--- src/rtl/etapa_decodificacion_if.sv ---
// Decode-stage bus: groups the fetch-side inputs, the EX-stage hazard
// inputs, the register-file address outputs and the registered decode
// results of etapa_decodificacion into one bundle.
//
// Handshake: Instr_In is offered whenever In_Valid=1. The stage takes it
// on a rising edge unless Stall=1 in that cycle. While Stall=1 the
// upstream keeps Instr_In and In_Valid unchanged. Flush overrides Stall.
// Out_Valid=1 marks a real decoded instruction on the result signals.
// Out_Valid=0 marks a bubble, and the results then carry NOP controls.
//
//   master : fetch/testbench side (drives Instr_In .. Ex_MemRead)
//   slave  : the decode stage     (drives Add_A .. Illegal)
interface etapa_decodificacion_if;
  logic [31:0] Instr_In;
  logic        In_Valid;
  logic        Flush;
  logic [4:0]  Ex_Rd;
  logic        Ex_MemRead;
  logic [4:0]  Add_A;
  logic [4:0]  Add_B;
  logic        Stall;
  logic        Out_Valid;
  logic [4:0]  Rd_Out;
  logic [31:0] Imm_Out;
  logic [3:0]  Alu_Op;
  logic        Alu_Src;
  logic        Reg_Write;
  logic        Mem_Read;
  logic        Mem_Write;
  logic        Branch;
  logic        Jump;
  logic        Illegal;

  modport master (
    output Instr_In, In_Valid, Flush, Ex_Rd, Ex_MemRead,
    input  Add_A, Add_B, Stall, Out_Valid, Rd_Out, Imm_Out, Alu_Op,
           Alu_Src, Reg_Write, Mem_Read, Mem_Write, Branch, Jump, Illegal
  );

  modport slave (
    input  Instr_In, In_Valid, Flush, Ex_Rd, Ex_MemRead,
    output Add_A, Add_B, Stall, Out_Valid, Rd_Out, Imm_Out, Alu_Op,
           Alu_Src, Reg_Write, Mem_Read, Mem_Write, Branch, Jump, Illegal
  );
endinterface

--- src/rtl/etapa_decodificacion.sv ---
// RV32I decode stage with load-use hazard stall.
//
// Ports:
//   CLK        rising-edge clock
//   RST_N      synchronous, active-low reset
//   bus        etapa_decodificacion_if.slave (see interface for the handshake)
//   fsm_state  debug view of the hazard FSM (0 = RUN, 1 = HOLD)
//
// Behaviour summary:
//   - Add_A/Add_B are combinational from Instr_In. They are zeroed where the
//     format has no such source register.
//   - A load in EX whose rd matches a used source register causes one bubble.
//     Stall is high in RUN. The FSM then spends one cycle in HOLD, where the
//     held instruction is accepted.
//   - Flush wins over everything and produces a bubble next cycle.
//   - Illegal opcodes decode as NOP_INSTR. With DECODE_ILLEGAL_TRAP_EN
//     defined they also raise Illegal; without it, Illegal is always 0.
//
// Alu_Op encoding: {funct7[5], funct3} for OP; for OP-IMM the same, with
// funct7[5] only taken for the shift-right group. BRANCH uses 4'b1000
// (subtract for compare). Everything else uses 4'b0000 (add). LUI relies on
// Add_A=0, so the result is x0 + imm.
module etapa_decodificacion #(
  parameter logic [31:0] NOP_INSTR = 32'h00000013
) (
  input  logic                         CLK,
  input  logic                         RST_N,
  etapa_decodificacion_if.slave        bus,
  output logic                         fsm_state
);

  typedef enum logic {RUN = 1'b0, HOLD = 1'b1} state_t;

  typedef struct packed {
    logic [4:0]  rd;
    logic [31:0] imm;
    logic [3:0]  alu_op;
    logic        alu_src;
    logic        reg_write;
    logic        mem_read;
    logic        mem_write;
    logic        branch;
    logic        jump;
  } dec_t;

  localparam logic [6:0] OPC_LUI    = 7'b0110111;
  localparam logic [6:0] OPC_AUIPC  = 7'b0010111;
  localparam logic [6:0] OPC_JAL    = 7'b1101111;
  localparam logic [6:0] OPC_JALR   = 7'b1100111;
  localparam logic [6:0] OPC_BRANCH = 7'b1100011;
  localparam logic [6:0] OPC_LOAD   = 7'b0000011;
  localparam logic [6:0] OPC_STORE  = 7'b0100011;
  localparam logic [6:0] OPC_OP_IMM = 7'b0010011;
  localparam logic [6:0] OPC_OP     = 7'b0110011;

  function automatic logic is_legal(input logic [6:0] op);
    case (op)
      OPC_LUI, OPC_AUIPC, OPC_JAL, OPC_JALR, OPC_BRANCH,
      OPC_LOAD, OPC_STORE, OPC_OP_IMM, OPC_OP: is_legal = 1'b1;
      default:                                 is_legal = 1'b0;
    endcase
  endfunction

  function automatic dec_t decode_word(input logic [31:0] i);
    dec_t d;
    d = '0;
    case (i[6:0])
      OPC_LUI, OPC_AUIPC: begin
        d.rd = i[11:7]; d.imm = {i[31:12], 12'b0};
        d.alu_src = 1'b1; d.reg_write = 1'b1;
      end
      OPC_JAL: begin
        d.rd = i[11:7];
        d.imm = {{11{i[31]}}, i[31], i[19:12], i[20], i[30:21], 1'b0};
        d.alu_src = 1'b1; d.reg_write = 1'b1; d.jump = 1'b1;
      end
      OPC_JALR: begin
        d.rd = i[11:7]; d.imm = {{20{i[31]}}, i[31:20]};
        d.alu_src = 1'b1; d.reg_write = 1'b1; d.jump = 1'b1;
      end
      OPC_BRANCH: begin
        d.imm = {{19{i[31]}}, i[31], i[7], i[30:25], i[11:8], 1'b0};
        d.alu_op = 4'b1000; d.branch = 1'b1;
      end
      OPC_LOAD: begin
        d.rd = i[11:7]; d.imm = {{20{i[31]}}, i[31:20]};
        d.alu_src = 1'b1; d.reg_write = 1'b1; d.mem_read = 1'b1;
      end
      OPC_STORE: begin
        d.imm = {{20{i[31]}}, i[31:25], i[11:7]};
        d.alu_src = 1'b1; d.mem_write = 1'b1;
      end
      OPC_OP_IMM: begin
        d.rd = i[11:7]; d.imm = {{20{i[31]}}, i[31:20]};
        d.alu_op = {(i[14:12] == 3'b101) & i[30], i[14:12]};
        d.alu_src = 1'b1; d.reg_write = 1'b1;
      end
      OPC_OP: begin
        d.rd = i[11:7]; d.alu_op = {i[30], i[14:12]}; d.reg_write = 1'b1;
      end
      default: d = '0;
    endcase
    // x0 is never written.
    if (d.rd == 5'd0) d.reg_write = 1'b0;
    return d;
  endfunction

  state_t     state, state_next;
  dec_t       raw_dec, nop_dec, in_dec, dec_q;
  logic [6:0] opcode;
  logic       in_legal, in_illegal, hazard, load_instr;
  logic       valid_q, illegal_q;

  assign opcode   = bus.Instr_In[6:0];
  assign raw_dec  = decode_word(bus.Instr_In);
  assign nop_dec  = decode_word(NOP_INSTR);
  assign in_legal = is_legal(opcode);
  assign in_dec   = in_legal ? raw_dec : nop_dec;

`ifdef DECODE_ILLEGAL_TRAP_EN
  assign in_illegal = ~in_legal;
`else
  assign in_illegal = 1'b0;
`endif

  // Register-file addresses; formats without rs1/rs2 present x0 so they can
  // never match a load destination.
  always_comb begin
    bus.Add_A = bus.Instr_In[19:15];
    bus.Add_B = bus.Instr_In[24:20];
    case (opcode)
      OPC_LUI, OPC_AUIPC, OPC_JAL:     begin bus.Add_A = '0; bus.Add_B = '0; end
      OPC_JALR, OPC_LOAD, OPC_OP_IMM:  bus.Add_B = '0;
      default:                         ;
    endcase
  end

  assign hazard = bus.In_Valid && bus.Ex_MemRead && (bus.Ex_Rd != 5'd0) &&
                  (((bus.Add_A != 5'd0) && (bus.Add_A == bus.Ex_Rd)) ||
                   ((bus.Add_B != 5'd0) && (bus.Add_B == bus.Ex_Rd)));

  // FSM: state register
  always_ff @(posedge CLK) begin
    if (!RST_N) state <= RUN;
    else        state <= state_next;
  end

  // FSM: next state. HOLD always lasts one cycle; detection is off in HOLD.
  always_comb begin
    state_next = RUN;
    if (!bus.Flush && (state == RUN) && hazard) state_next = HOLD;
  end

  // FSM: outputs
  always_comb begin
    bus.Stall  = RST_N && !bus.Flush && (state == RUN) && hazard;
    load_instr = !bus.Flush && !bus.Stall && bus.In_Valid;
  end

  assign fsm_state = state;

  // Output register: a decoded instruction or a NOP-control bubble.
  always_ff @(posedge CLK) begin
    if (!RST_N) begin
      valid_q    <= 1'b0;
      illegal_q  <= 1'b0;
      dec_q      <= nop_dec;
      dec_q.rd   <= '0;
      dec_q.imm  <= '0;
    end else if (load_instr) begin
      valid_q    <= 1'b1;
      illegal_q  <= in_illegal;
      dec_q      <= in_dec;
    end else begin
      valid_q    <= 1'b0;
      illegal_q  <= 1'b0;
      dec_q      <= nop_dec;
    end
  end

  assign bus.Out_Valid = valid_q;
  assign bus.Illegal   = illegal_q;
  assign bus.Rd_Out    = dec_q.rd;
  assign bus.Imm_Out   = dec_q.imm;
  assign bus.Alu_Op    = dec_q.alu_op;
  assign bus.Alu_Src   = dec_q.alu_src;
  assign bus.Reg_Write = dec_q.reg_write;
  assign bus.Mem_Read  = dec_q.mem_read;
  assign bus.Mem_Write = dec_q.mem_write;
  assign bus.Branch    = dec_q.branch;
  assign bus.Jump      = dec_q.jump;

endmodule
--- src/flat_wrapper.sv ---
// flat-port wrapper written by rule: the top's interface ports become plain ports
module etapa_decodificacion_flat 
#(
  parameter logic [31:0] NOP_INSTR = 32'h00000013
)
  (CLK, RST_N, fsm_state, bus_Instr_In, bus_In_Valid, bus_Flush, bus_Ex_Rd, bus_Ex_MemRead, bus_Add_A, bus_Add_B, bus_Stall, bus_Out_Valid, bus_Rd_Out, bus_Imm_Out, bus_Alu_Op, bus_Alu_Src, bus_Reg_Write, bus_Mem_Read, bus_Mem_Write, bus_Branch, bus_Jump, bus_Illegal);
  etapa_decodificacion_if bus_i ();
  input  logic CLK;
  input  logic RST_N;
  output logic fsm_state;
  input wire logic [$bits(bus_i.Instr_In)-1:0] bus_Instr_In;
  input wire logic [$bits(bus_i.In_Valid)-1:0] bus_In_Valid;
  input wire logic [$bits(bus_i.Flush)-1:0] bus_Flush;
  input wire logic [$bits(bus_i.Ex_Rd)-1:0] bus_Ex_Rd;
  input wire logic [$bits(bus_i.Ex_MemRead)-1:0] bus_Ex_MemRead;
  output wire logic [$bits(bus_i.Add_A)-1:0] bus_Add_A;
  output wire logic [$bits(bus_i.Add_B)-1:0] bus_Add_B;
  output wire logic [$bits(bus_i.Stall)-1:0] bus_Stall;
  output wire logic [$bits(bus_i.Out_Valid)-1:0] bus_Out_Valid;
  output wire logic [$bits(bus_i.Rd_Out)-1:0] bus_Rd_Out;
  output wire logic [$bits(bus_i.Imm_Out)-1:0] bus_Imm_Out;
  output wire logic [$bits(bus_i.Alu_Op)-1:0] bus_Alu_Op;
  output wire logic [$bits(bus_i.Alu_Src)-1:0] bus_Alu_Src;
  output wire logic [$bits(bus_i.Reg_Write)-1:0] bus_Reg_Write;
  output wire logic [$bits(bus_i.Mem_Read)-1:0] bus_Mem_Read;
  output wire logic [$bits(bus_i.Mem_Write)-1:0] bus_Mem_Write;
  output wire logic [$bits(bus_i.Branch)-1:0] bus_Branch;
  output wire logic [$bits(bus_i.Jump)-1:0] bus_Jump;
  output wire logic [$bits(bus_i.Illegal)-1:0] bus_Illegal;
  assign bus_i.Instr_In = bus_Instr_In;
  assign bus_i.In_Valid = bus_In_Valid;
  assign bus_i.Flush = bus_Flush;
  assign bus_i.Ex_Rd = bus_Ex_Rd;
  assign bus_i.Ex_MemRead = bus_Ex_MemRead;
  assign bus_Add_A = bus_i.Add_A;
  assign bus_Add_B = bus_i.Add_B;
  assign bus_Stall = bus_i.Stall;
  assign bus_Out_Valid = bus_i.Out_Valid;
  assign bus_Rd_Out = bus_i.Rd_Out;
  assign bus_Imm_Out = bus_i.Imm_Out;
  assign bus_Alu_Op = bus_i.Alu_Op;
  assign bus_Alu_Src = bus_i.Alu_Src;
  assign bus_Reg_Write = bus_i.Reg_Write;
  assign bus_Mem_Read = bus_i.Mem_Read;
  assign bus_Mem_Write = bus_i.Mem_Write;
  assign bus_Branch = bus_i.Branch;
  assign bus_Jump = bus_i.Jump;
  assign bus_Illegal = bus_i.Illegal;
  etapa_decodificacion #(.NOP_INSTR(NOP_INSTR)) u_core (.CLK(CLK), .RST_N(RST_N), .bus(bus_i), .fsm_state(fsm_state));
endmodule
--- config.mk ---
export PLATFORM = sky130hd
export DESIGN_NAME = etapa_decodificacion_flat
export DESIGN_NICKNAME = d
export VERILOG_FILES = /design/src/rtl/etapa_decodificacion_if.sv /design/src/rtl/etapa_decodificacion.sv /design/src/flat_wrapper.sv
export SDC_FILE = /design/constraint.sdc
export NUM_CORES = 1
export LEC_CHECK = 0
export BUFFER_PORTS_ARGS = -buffer_cell sky130_fd_sc_hd__buf_2
export CORE_MARGIN = 2
export CORE_UTILIZATION = 49
export CTS_CLUSTER_SIZE = 24
export DETAILED_ROUTE_END_ITERATION = 6
export PLACE_DENSITY = 0.86
export SETUP_SLACK_MARGIN = 0.1
export SKIP_LAST_GASP = 1
export SYNTH_ARGS = -nofsm -noshare
export SYNTH_HDL_FRONTEND = slang
export SYNTH_SLANG_ARGS = --single-unit
--- constraint.sdc ---
create_clock -name CLK -period 3.77 [get_ports CLK]
set_input_delay 0 -clock CLK [delete_from_list [all_inputs] [get_ports CLK]]
set_output_delay 0 -clock CLK [all_outputs]
set_load 0.01 [all_outputs]
==> run metrics, run 1 <==
status finished, violations left; failing checks negative hold slack; Synth Area in Adders 0; largest net degree at the start of global routing 33; GRT Total Usage 0.256; Final Hold Fails 2; total gr overflow 0; final cycle utilization of the critical path 0.864; minimum hold slack -0.00459 ns; Most used DFF post-synth dfxtp_1; Yosys reg bits 49; FFs w/ async S/R, synth 0; Post-route DRC 0; Layout area overhead 34.9%; XOR/XNOR share of the synthesized area 0.00824; R2R Path Start u_core.fsm_state; Routed Antenna Nets 0; fillcell total 324; root buffer cell clkbuf_8; ant diodes 0; share of post-route cells with drive strength above 1 0.324; slew margin rel. 0.377; CP startpoint bus_Instr_In[4]; startpoint types input pin; most used cell, CP buf_2; Compound-Gate Fraction of Synth Area 0.170; clock-pin slew on the worst setup and hold paths 0.08 ns; Final nets 405; crit path to bus_Stall; Worst Path Arrival 3.26 ns; CTS buffer count 5; critical path data required time roughly 3.8 ns; max_cap viols 0; post-synthesis mux area share 0; net count after synthesis between 200 and 300; power density cells 339 nW/µm²; Rows 23; critical path type input pin to output port; CP Max Fanout 25; first-pass GRT wire length 10.0 mm; initial core utilization 0.520; highest clock rate 307 MHz; hold crit path type input pin to register; Longest Clk Path Bufs 2; worst-skew pair later-pin latency 0.31 ns; main combinational cell family by area after synthesis simple AND/OR/NAND/NOR gates; Port Buffers between 100 and 150; synthesized instance count approximately 260; Layout Cells excl Fill between 400 and 500; count of cell types in the netlist 45; Crit-path slowest cell o32ai_4; clk sinks between 40 and 50; Critical R2R Capture u_core.bus.Rd_Out[4]; Mapped Area 2120 µm²; H-Tree Depth 2; Die W approximately 70 µm; CTS tree yes; initial antenna violation count 0; Die ar. 4880 µm²; vias per cell approximately 5.7; Final setup viols 0; Post-synth EDFFs 0; Initial DRC Count 225; Peak VDD IR around 0.29 mV; simple-gate share of the synthesized area 0.298; Leak Pwr 0.00130 µW; clk_skew 0.00468 ns; R2R setup slack 1.28 ns; CP Depth 9; GPL Wtd Cong 0.925; worst slew pin tran 0.935 ns; Ports 103; sequential area share after synthesis 0.462; Core Region approximately 4100 µm²; RSZ-0062 raised after global routing false; Top delay family on crit path compound AO/OA/AOI/OAI gates; Avg Inst Size Synth roughly 8.3 µm²; Post-CTS Hold Buffers 15; vias in the first global route 2171; Worst path max stage delay 0.87 ns; Core Util, Final 0.701; HPWL after detailed placement approximately 4.6 mm; Final Critical Period 3.26 ns; PostCTS Resize Cnt 0; die height 69.8 µm; crit end category output port; placed cell count 391; final WL 6.32 mm; crit path buf inv count 4; Reg2Reg Depth 6; WL per Instance 15.3 µm; CP cell instances dlygate4sd3_1 > buf_2 > nand3b_2 > or3_1 > a311oi_1 > a31oi_1 > o32ai_4 > buf_4 > buf_2; fin. max-slew vios 0; Setup Fix Bufs, Post-CTS 0; first-pass iteration count of the detailed router 5; total number of vias 2376; Yosys Warn Count 0; setup_tns 0 ns
-- metrics by stage --
step	worst slack, ns	total power (µW)	instance area [µm²]	hold WS [ns]
after floorplan	1.96	585	2120	0.0785
after global placement	1.10	638	2620	0.247
after detailed placement	1.03	640	2620	0.248
after CTS	0.555	967	2870	0.00582
after global routing	0.296	1010	2870	0.0374
final	0.513	971	2870	-0.00459
-- Yosys cell counts, types with 4 or more instances --
| library cell | instances | share of area |
|---|---|---|
| nor2_1 | 25 | 0.044 |
| or2_2 | 4 | 0.012 |
| nand3_1 | 14 | 0.033 |
| buf_2 | 4 | 0.0094 |
| nand2_1 | 11 | 0.019 |
| a21oi_1 | 21 | 0.049 |
| nor3_1 | 38 | 0.090 |
| a31oi_1 | 6 | 0.018 |
| a22oi_1 | 5 | 0.018 |
| inv_1 | 8 | 0.014 |
| o21ai_0 | 8 | 0.019 |
| clkbuf_1 | 8 | 0.014 |
| and3_1 | 6 | 0.018 |
| dfxtp_1 | 49 | 0.46 |
-- where the power goes --
part	total, µW	switching (µW)	internal (µW)
Clock	328	179	149
Combinational	124	69.6	54.0
Sequential	520	0.499	519
-- cells in the final DEF (no fill, tap or decap), types with 2 or more instances in the layout --
master         Yosys  routed
a31oi_1            6       6
nand2_1           11      11
nand3_1           14      14
dfxtp_1           49      49
o32ai_1            2       2
buf_4              2       2
inv_1              8       8
o21a_1             2       2
or2_2              4       4
a21oi_1           21      21
or3_1              3       3
nor2_1            25      25
a311oi_1           2       2
nor4_1             3       3
clkbuf_8           0       6
buf_2              4     101
nand4_1            2       2
xnor2_1            2       2
nor3_1            38      38
o21ai_0            8       8
o31ai_1            2       2
nand3b_1           2       2
and3_1             6       6
dlygate4sd3_1      0      15
a22oi_1            5       5
or4_1              2       2
nand2b_1           3       3
-- cells by family after synthesis --
| group | after synthesis |
|---|---|
| AO/OA/AOI/OAI | 56 |
| AND/OR/NAND/NOR | 122 |
| flip-flops | 49 |
| buffers and inverters | 25 |
| XOR/XNOR | 2 |
| other | 1 |
-- routing by layer --
| metal | track usage | up-vias | routed length [µm] | share of wire |
|---|---|---|---|---|
| li1 | - | 1147 | - | - |
| met1 | 0.322 | 1086 | 2570 | 0.41 |
| met2 | 0.420 | 131 | 3000 | 0.47 |
| met3 | 0.0538 | 12 | 600 | 0.095 |
| met4 | 0.115 | 0 | 157 | 0.025 |
| met5 | 0 | - | 0 | 0 |
-- how the worst min path moves through the flow --
stage	startpoint	end	cells past startpoint
floorplan	bus_Instr_In[4]	u_core.bus.Mem_Read	1
finish	bus_Instr_In[17]	u_core.bus.Imm_Out[17]	3
global placement	bus_Instr_In[8]	u_core.bus.Rd_Out[1]	3
detailed placement	bus_Instr_In[8]	u_core.bus.Rd_Out[1]	3
CTS	bus_Instr_In[17]	u_core.bus.Imm_Out[17]	3
global route	bus_Instr_In[17]	u_core.bus.Imm_Out[17]	3
-- sequential cells by signal (all words and copies together) (netlist names) --
signal and cells:
u_core.fsm_state 1, u_core.bus.Rd_Out 5, u_core.bus.Out_Valid 1, u_core.bus.Reg_Write 1
u_core.bus.Mem_Read 1, u_core.bus.Alu_Op 4, u_core.bus.Jump 1, u_core.bus.Branch 1
u_core.bus.Imm_Out 32, u_core.bus.Alu_Src 1, u_core.bus.Mem_Write 1
-- worst register-to-register path: stages (launching register included) --
cell	delay, ns
dfxtp_1	0.33
a2111o_1	0.32
a21oi_1	0.14
nand4_1	0.21
o32ai_4	0.86
buf_4	0.39
nor3_1	0.10
-- area by class of cell --
| type | instances | area [µm²] | area share |
|---|---|---|---|
| tap | 50 | 62.6 | 0.0218 |
| clock buffer | 6 | 82.6 | 0.0288 |
| inverter | 8 | 30.0 | 0.0105 |
| clock inverter | 2 | 13.8 | 0.00480 |
| timing repair buffer | 118 | 671 | 0.234 |
| multi-input combinational | 181 | 1030 | 0.358 |
| sequential | 49 | 981 | 0.342 |
No activity file was read; power rests on OpenSTA's default activity.
==> run 2: changes to the inputs <==
- ABC_AREA: default -> 1
- CORE_UTILIZATION: 49 -> 35
- HOLD_SLACK_MARGIN: default -> 0.02
- PLACE_DENSITY: 0.86 -> 0.65
==> run 2 against run 1 <==
Net effect:
- the run now ends clean
- critical path depth is 4 higher
- global-route usage is 8.1 points lower
- via count is 6.2% lower
- non-clock buffer count is 4 higher
- design area is 4.3% higher
- register-to-register slack better by 0.91 ns
==> run metrics, run 2 <==
Port Buffers roughly 100; Peak VDD IR 0.156 mV; Initial DRC Count 149; CTS tree yes; minimum hold slack 0.0432 ns; die height just over 80 µm; Layout area overhead 40.4%; status completed; GPL Wtd Cong roughly 0.89; root buffer cell clkbuf_8; Top delay family on crit path simple AND/OR/NAND/NOR gates; top-count cell post-synth nor2_1; Avg Inst Size Synth between 7 and 8 µm²; H-Tree Depth 2; sequential area share after synthesis 0.461; dpl ws 1.35 ns; setup_tns 0 ns; clk sinks 49; clock-pin slew on the worst setup and hold paths 0.09 ns; net count after synthesis 325; share of post-route cells with drive strength above 1 0.326; Synth area leader dfxtp_1; Routed Antenna Nets 0; initial antenna violation count 0; Post-synth EDFFs 0; CTS buffer count 5; Final Hold Fails 0; Synth area leaders dfxtp_1, nor2_1, nand2_1; most common cell after layout, fill and taps aside buf_2; clk_skew 0.00651 ns; Placed Area 2660 µm²; Ports roughly 100; WL per Instance 12.1 µm; crit end category register; max_cap viols 0; first-pass GRT wire length around 9 mm; total number of vias 2229; Post-Layout Inst Area between 2000 and 3000 µm²; Longest Clk Path Bufs 2; hold crit path type input pin to register; Synth top area share 0.461; Setup Fix Bufs, Post-CTS 0; Die ar. 6720 µm²; Yosys Warn Count 0; highest clock rate between 400 and 500 MHz; FFs w/ async S/R, synth 0; CP Max Fanout 20; startpoint types input pin; critical path data required time 3.99 ns; vias in the first global route 2054; synthesized instance count 283; Final Critical Period 2.08 ns; crit path buf inv count 1; Core Util, Final 0.508; total gr overflow 0; Yosys reg bits 49; Post-route DRC 0; synth cell count leaders nor2_1, dfxtp_1, nand2_1, inv_1, a21oi_1; Crit-path slowest cell nor2_1; Most used DFF post-synth dfxtp_1; critical path type input pin to register; Leak Pwr 0.00157 µW; power density cells around 340 nW/µm²; Rows 28; Worst path max stage delay 0.70 ns; Final nets ~450; most frequent cells in the layout buf_2, nor2_1, nand2_1, dfxtp_1, inv_1; worst setup margin 1.69 ns; fin. max-slew vios 0; Final setup viols 0; GRT Total Usage 0.175; initial core utilization 0.362; Mapped Area 2130 µm²; CP cell instances buf_2 > nand3_1 > nor2_1 > nor2_4 > o211ai_1 > nand2_1 > nand2_1 > nand2_1 > nand3_1 > nand2_1 > nand2_2 > nand2_1 > nor2_1; count of cell types in the netlist 29; first-pass iteration count of the detailed router 4; final cycle utilization of the critical path 0.551; RSZ-0062 raised after global routing false; final WL 5.80 mm; Worst Path Arrival around 2.3 ns; worst-skew pair later-pin latency slightly below 0.3 ns; ant diodes 0; number of flip-flops in the largest register 32; slew margin rel. 0.438; worst slew pin tran 0.841 ns; largest net degree at the start of global routing 28; vias per cell 4.64; Die W between 80 and 90 µm; most used cell, CP nand2_1; HPWL after detailed placement 4.41 mm; Core Region 5890 µm²
==> run 2: area by class of cell <==
type / instances / area [µm²]
clock buffers: 6 / 82.6
fillers: 638 / 2900
flip-flops and latches: 49 / 981
clock inverters: 2 / 37.5
multi-input cells: 186 / 928
repair buffers: 122 / 716
well taps: 75 / 93.8
inverters: 40 / 150
==> run 2: through the flow <==
stage / instances / total power, µW
global route: 480 / 1060
CTS: 480 / 1030
global placement: 451 / 634
floorplan: 283 / 586
finish: 480 / 1020
detailed placement: 451 / 634
==> run 2: per-layer routing <==
layer | GRT usage | part of all wire
met4 | 0.0767 | 0.014
met2 | 0.293 | 0.47
met3 | 0.0253 | 0.071
met5 | 0 | 0
met1 | 0.221 | 0.44
==> run 2: cells by family (layout without fill, tap and decap cells) <==
kind of cell / Yosys count / in the layout / synth area share
compound gates: 37 / 37 / 0.108
buf+inv: 48 / 170 / 0.103
flops: 49 / 49 / 0.461
other cells: 1 / 1 / 0.00176
simple gates: 148 / 148 / 0.327
==> run 2: final timing paths <==
check	startpoint	end	slack [ns]	cells after the start
hold reg to reg	u_core.fsm_state	u_core.fsm_state	0.63	3
setup reg to reg	u_core.fsm_state	u_core.bus.Rd_Out[1]	2.19	4
setup / recovery	bus_Instr_In[2]	u_core.bus.Rd_Out[1]	1.69	13
hold / removal	bus_Instr_In[23]	u_core.bus.Imm_Out[23]	0.04	3
==> run 2: power breakdown <==
part	switching (µW)	total [µW]	internal, µW	leakage [µW]
Clock	168	384	216	0.0000574
Combinational	67.7	121	53.5	0.00112
Sequential	0.409	519	519	0.000395
Total	236	1020	788	0.00157
==> run 2: repair_timing <==
action / 4_1_cts / 5_1_grt
endpoints found under the hold margin: 32 / 0
setup endpoints to repair: 0 / 0
hold buffers: 21 / 0
resized for setup: 0 / 0
==> run 2: tightest hold or removal path: cells and delay by family <==
kind	cells	cell delay, ns
simple gates	1	0.09
buf+inv	1	0.14
compound gates	1	0.07
==> run 3: changes to the inputs <==
- PLACE_DENSITY: 0.65 -> 0.68
- clock period: 3.77 -> 1.9 ns (I/O delays scaled with it)
==> run 3 against run 2 <==
Net effect:
- sequential cell count unchanged
- non-clock buffer count up 5
- worst setup slack worse by 1.3 ns
- critical path depth decreased by 1
- cell count grew 1.0%
- global-route usage grew 0.39 points
- critical path type unchanged
- core utilization grew 0.81 points
- clock power rose by 100%
- sequential share of layout area decreased by 0.51 points
- combinational power increased by 100%
- worst hold slack lost 0.020 ns
==> run metrics, run 3 (synthesis gave the netlist of run 2 again) <==
Core Region 5890 µm²; worst-skew pair later-pin latency roughly 0.3 ns; R2R setup slack 0.60 ns; Seq pwr share 0.504; Post-route DRC 0; Power Internal about 1600 µW; fillcell total slightly above 600; worst setup margin 0.355 ns; Leak Pwr between 0.0015 and 0.002 µW; initial antenna violation count 0; Min-Delay Startpoint bus_Instr_In[24]; Initial DRC Count 117; Ports 103; most frequent cells in the layout buf_2, nor2_1, nand2_1, dfxtp_1, inv_1; total net switching power 475 µW; R2R Path Start u_core.fsm_state; vias per cell 4.61; Worst Path Arrival between 1.5 and 2 ns; initial core utilization 0.362; Final nets around 450; final WL between 5 and 6 mm; Hold Path Depth 3; most common cell after layout, fill and taps aside buf_2; largest net degree at the start of global routing 28; max_cap viols 0; power share of the clock group 0.376; clk_skew 0.00519 ns; total gr overflow 0; H-Tree Depth 2; HPWL after detailed placement 4.59 mm; Routed Antenna Nets 0; first-pass iteration count of the detailed router 4; critical path type input pin to register; Rows 28; Port Buffers 101; fin. max-slew vios 0; power density cells 673 nW/µm²; status completed; final cycle utilization of the critical path 0.813; Comb pwr share 0.120; switching share of power 0.233; slew margin rel. 0.538; clock-pin slew on the worst setup and hold paths roughly 0.09 ns; Die W 82.0 µm; multi-input logic area 928 µm²; Reg2Reg Depth 4; CTS tree yes; root buffer cell clkbuf_8; GPL Wtd Cong between 0.9 and 1; highest clock rate 647 MHz; critical path data required time 2.12 ns; Critical R2R Capture u_core.bus.Mem_Read; Final setup viols 0; minimum hold slack 0.0232 ns; die height 82.0 µm; total number of vias 2237; setup_tns 0 ns; first-pass GRT wire length 9.14 mm; startpoint types input pin; ant diodes 0; crit end category register; Layout area overhead 42.7%; Final Critical Period 1.55 ns; GRT Total Usage 0.178; WL per Instance 12.1 µm; CTS buffer count 5; RSZ-0062 raised after global routing false; CP startpoint bus_Instr_In[17]; Final Hold Fails 0; dpl ws 0.0456 ns; number of flip-flops in the largest register 32; share of post-route cells with drive strength above 1 0.337; Longest Clk Path Bufs 2; CP Max Fanout 27; Hold EP u_core.bus.Imm_Out[24]; FF/Latch Area 981 µm²; worst slew pin tran slightly below 0.7 ns; clk sinks 49; Die ar. 6720 µm²; hold crit path type input pin to register; Peak VDD IR 0.297 mV; vias in the first global route 1991
run 3: how the worst max path moves through the flow:
| stage | end | slack (ns) |
|---|---|---|
| finish | u_core.bus.Mem_Read | 0.35 |
| global route | u_core.bus.Imm_Out[27] | 0.11 |
| CTS | u_core.bus.Imm_Out[4] | 0.36 |
| detailed placement | u_core.bus.Imm_Out[4] | 0.05 |
| global placement | u_core.bus.Alu_Op[2] | 0.14 |
| floorplan | u_core.bus.Imm_Out[1] | 0.39 |
run 3: routing by layer:
metal,wire length [µm],up-vias,global-route usage
li1,-,1142,-
met1,2550,1022,0.227
met2,2910,66,0.306
met3,341,7,0.0352
met4,65,0,0.0500
met5,0,-,0
run 3: worst max-delay path: stages:
cell and delay (ns):
dlygate4sd3_1 0.52, buf_2 0.12, inv_1 0.04, nor2_1 0.16, nand2_1 0.07, nand2_1 0.06, nor2_1 0.04, nand3_1 0.07
nand2_1 0.06, nand2_2 0.11, nand3_4 0.30, nor2_1 0.19
run 3: power groups by stage:
stage / Clock (µW) / Combinational, µW / Sequential (µW)
after global routing: 810 / 273 / 1030
after CTS: 774 / 245 / 1030
after detailed placement: 0 / 212 / 1050
after floorplan: 0 / 107 / 1060
after global placement: 0 / 211 / 1050
final: 768 / 246 / 1030
run 3: final cells by class:
type | count | area share
Multi-Input combinational cell | 186 | 0.306
Inverter | 40 | 0.0494
Tap cell | 75 | 0.0309
Clock buffer | 6 | 0.0272
Sequential cell | 49 | 0.323
Timing Repair Buffer | 127 | 0.251
Clock inverter | 2 | 0.0124
run 3: repair_timing:
action | CTS | global route
endpoints found under the setup margin | 0 | 0
hold buffers | 20 | 0
hold endpoints to repair | 30 | 0
buffers inserted | 0 | 0
resized for setup | 0 | 0
run 3: stage by stage:
| step | power, µW | cell area [µm²] | utilization | std cells |
|---|---|---|---|---|
| 3_3_place_gp | 1260 | 2720 | 0.462 | 457 |
| 2_1_floorplan | 1160 | 2130 | - | 283 |
| 6_report | 2040 | 3040 | 0.516 | 485 |
| 3_5_place_dp | 1270 | 2720 | 0.462 | 457 |
| 5_1_grt | 2110 | 3040 | 0.516 | 485 |
| 4_1_cts | 2050 | 3040 | 0.516 | 485 |
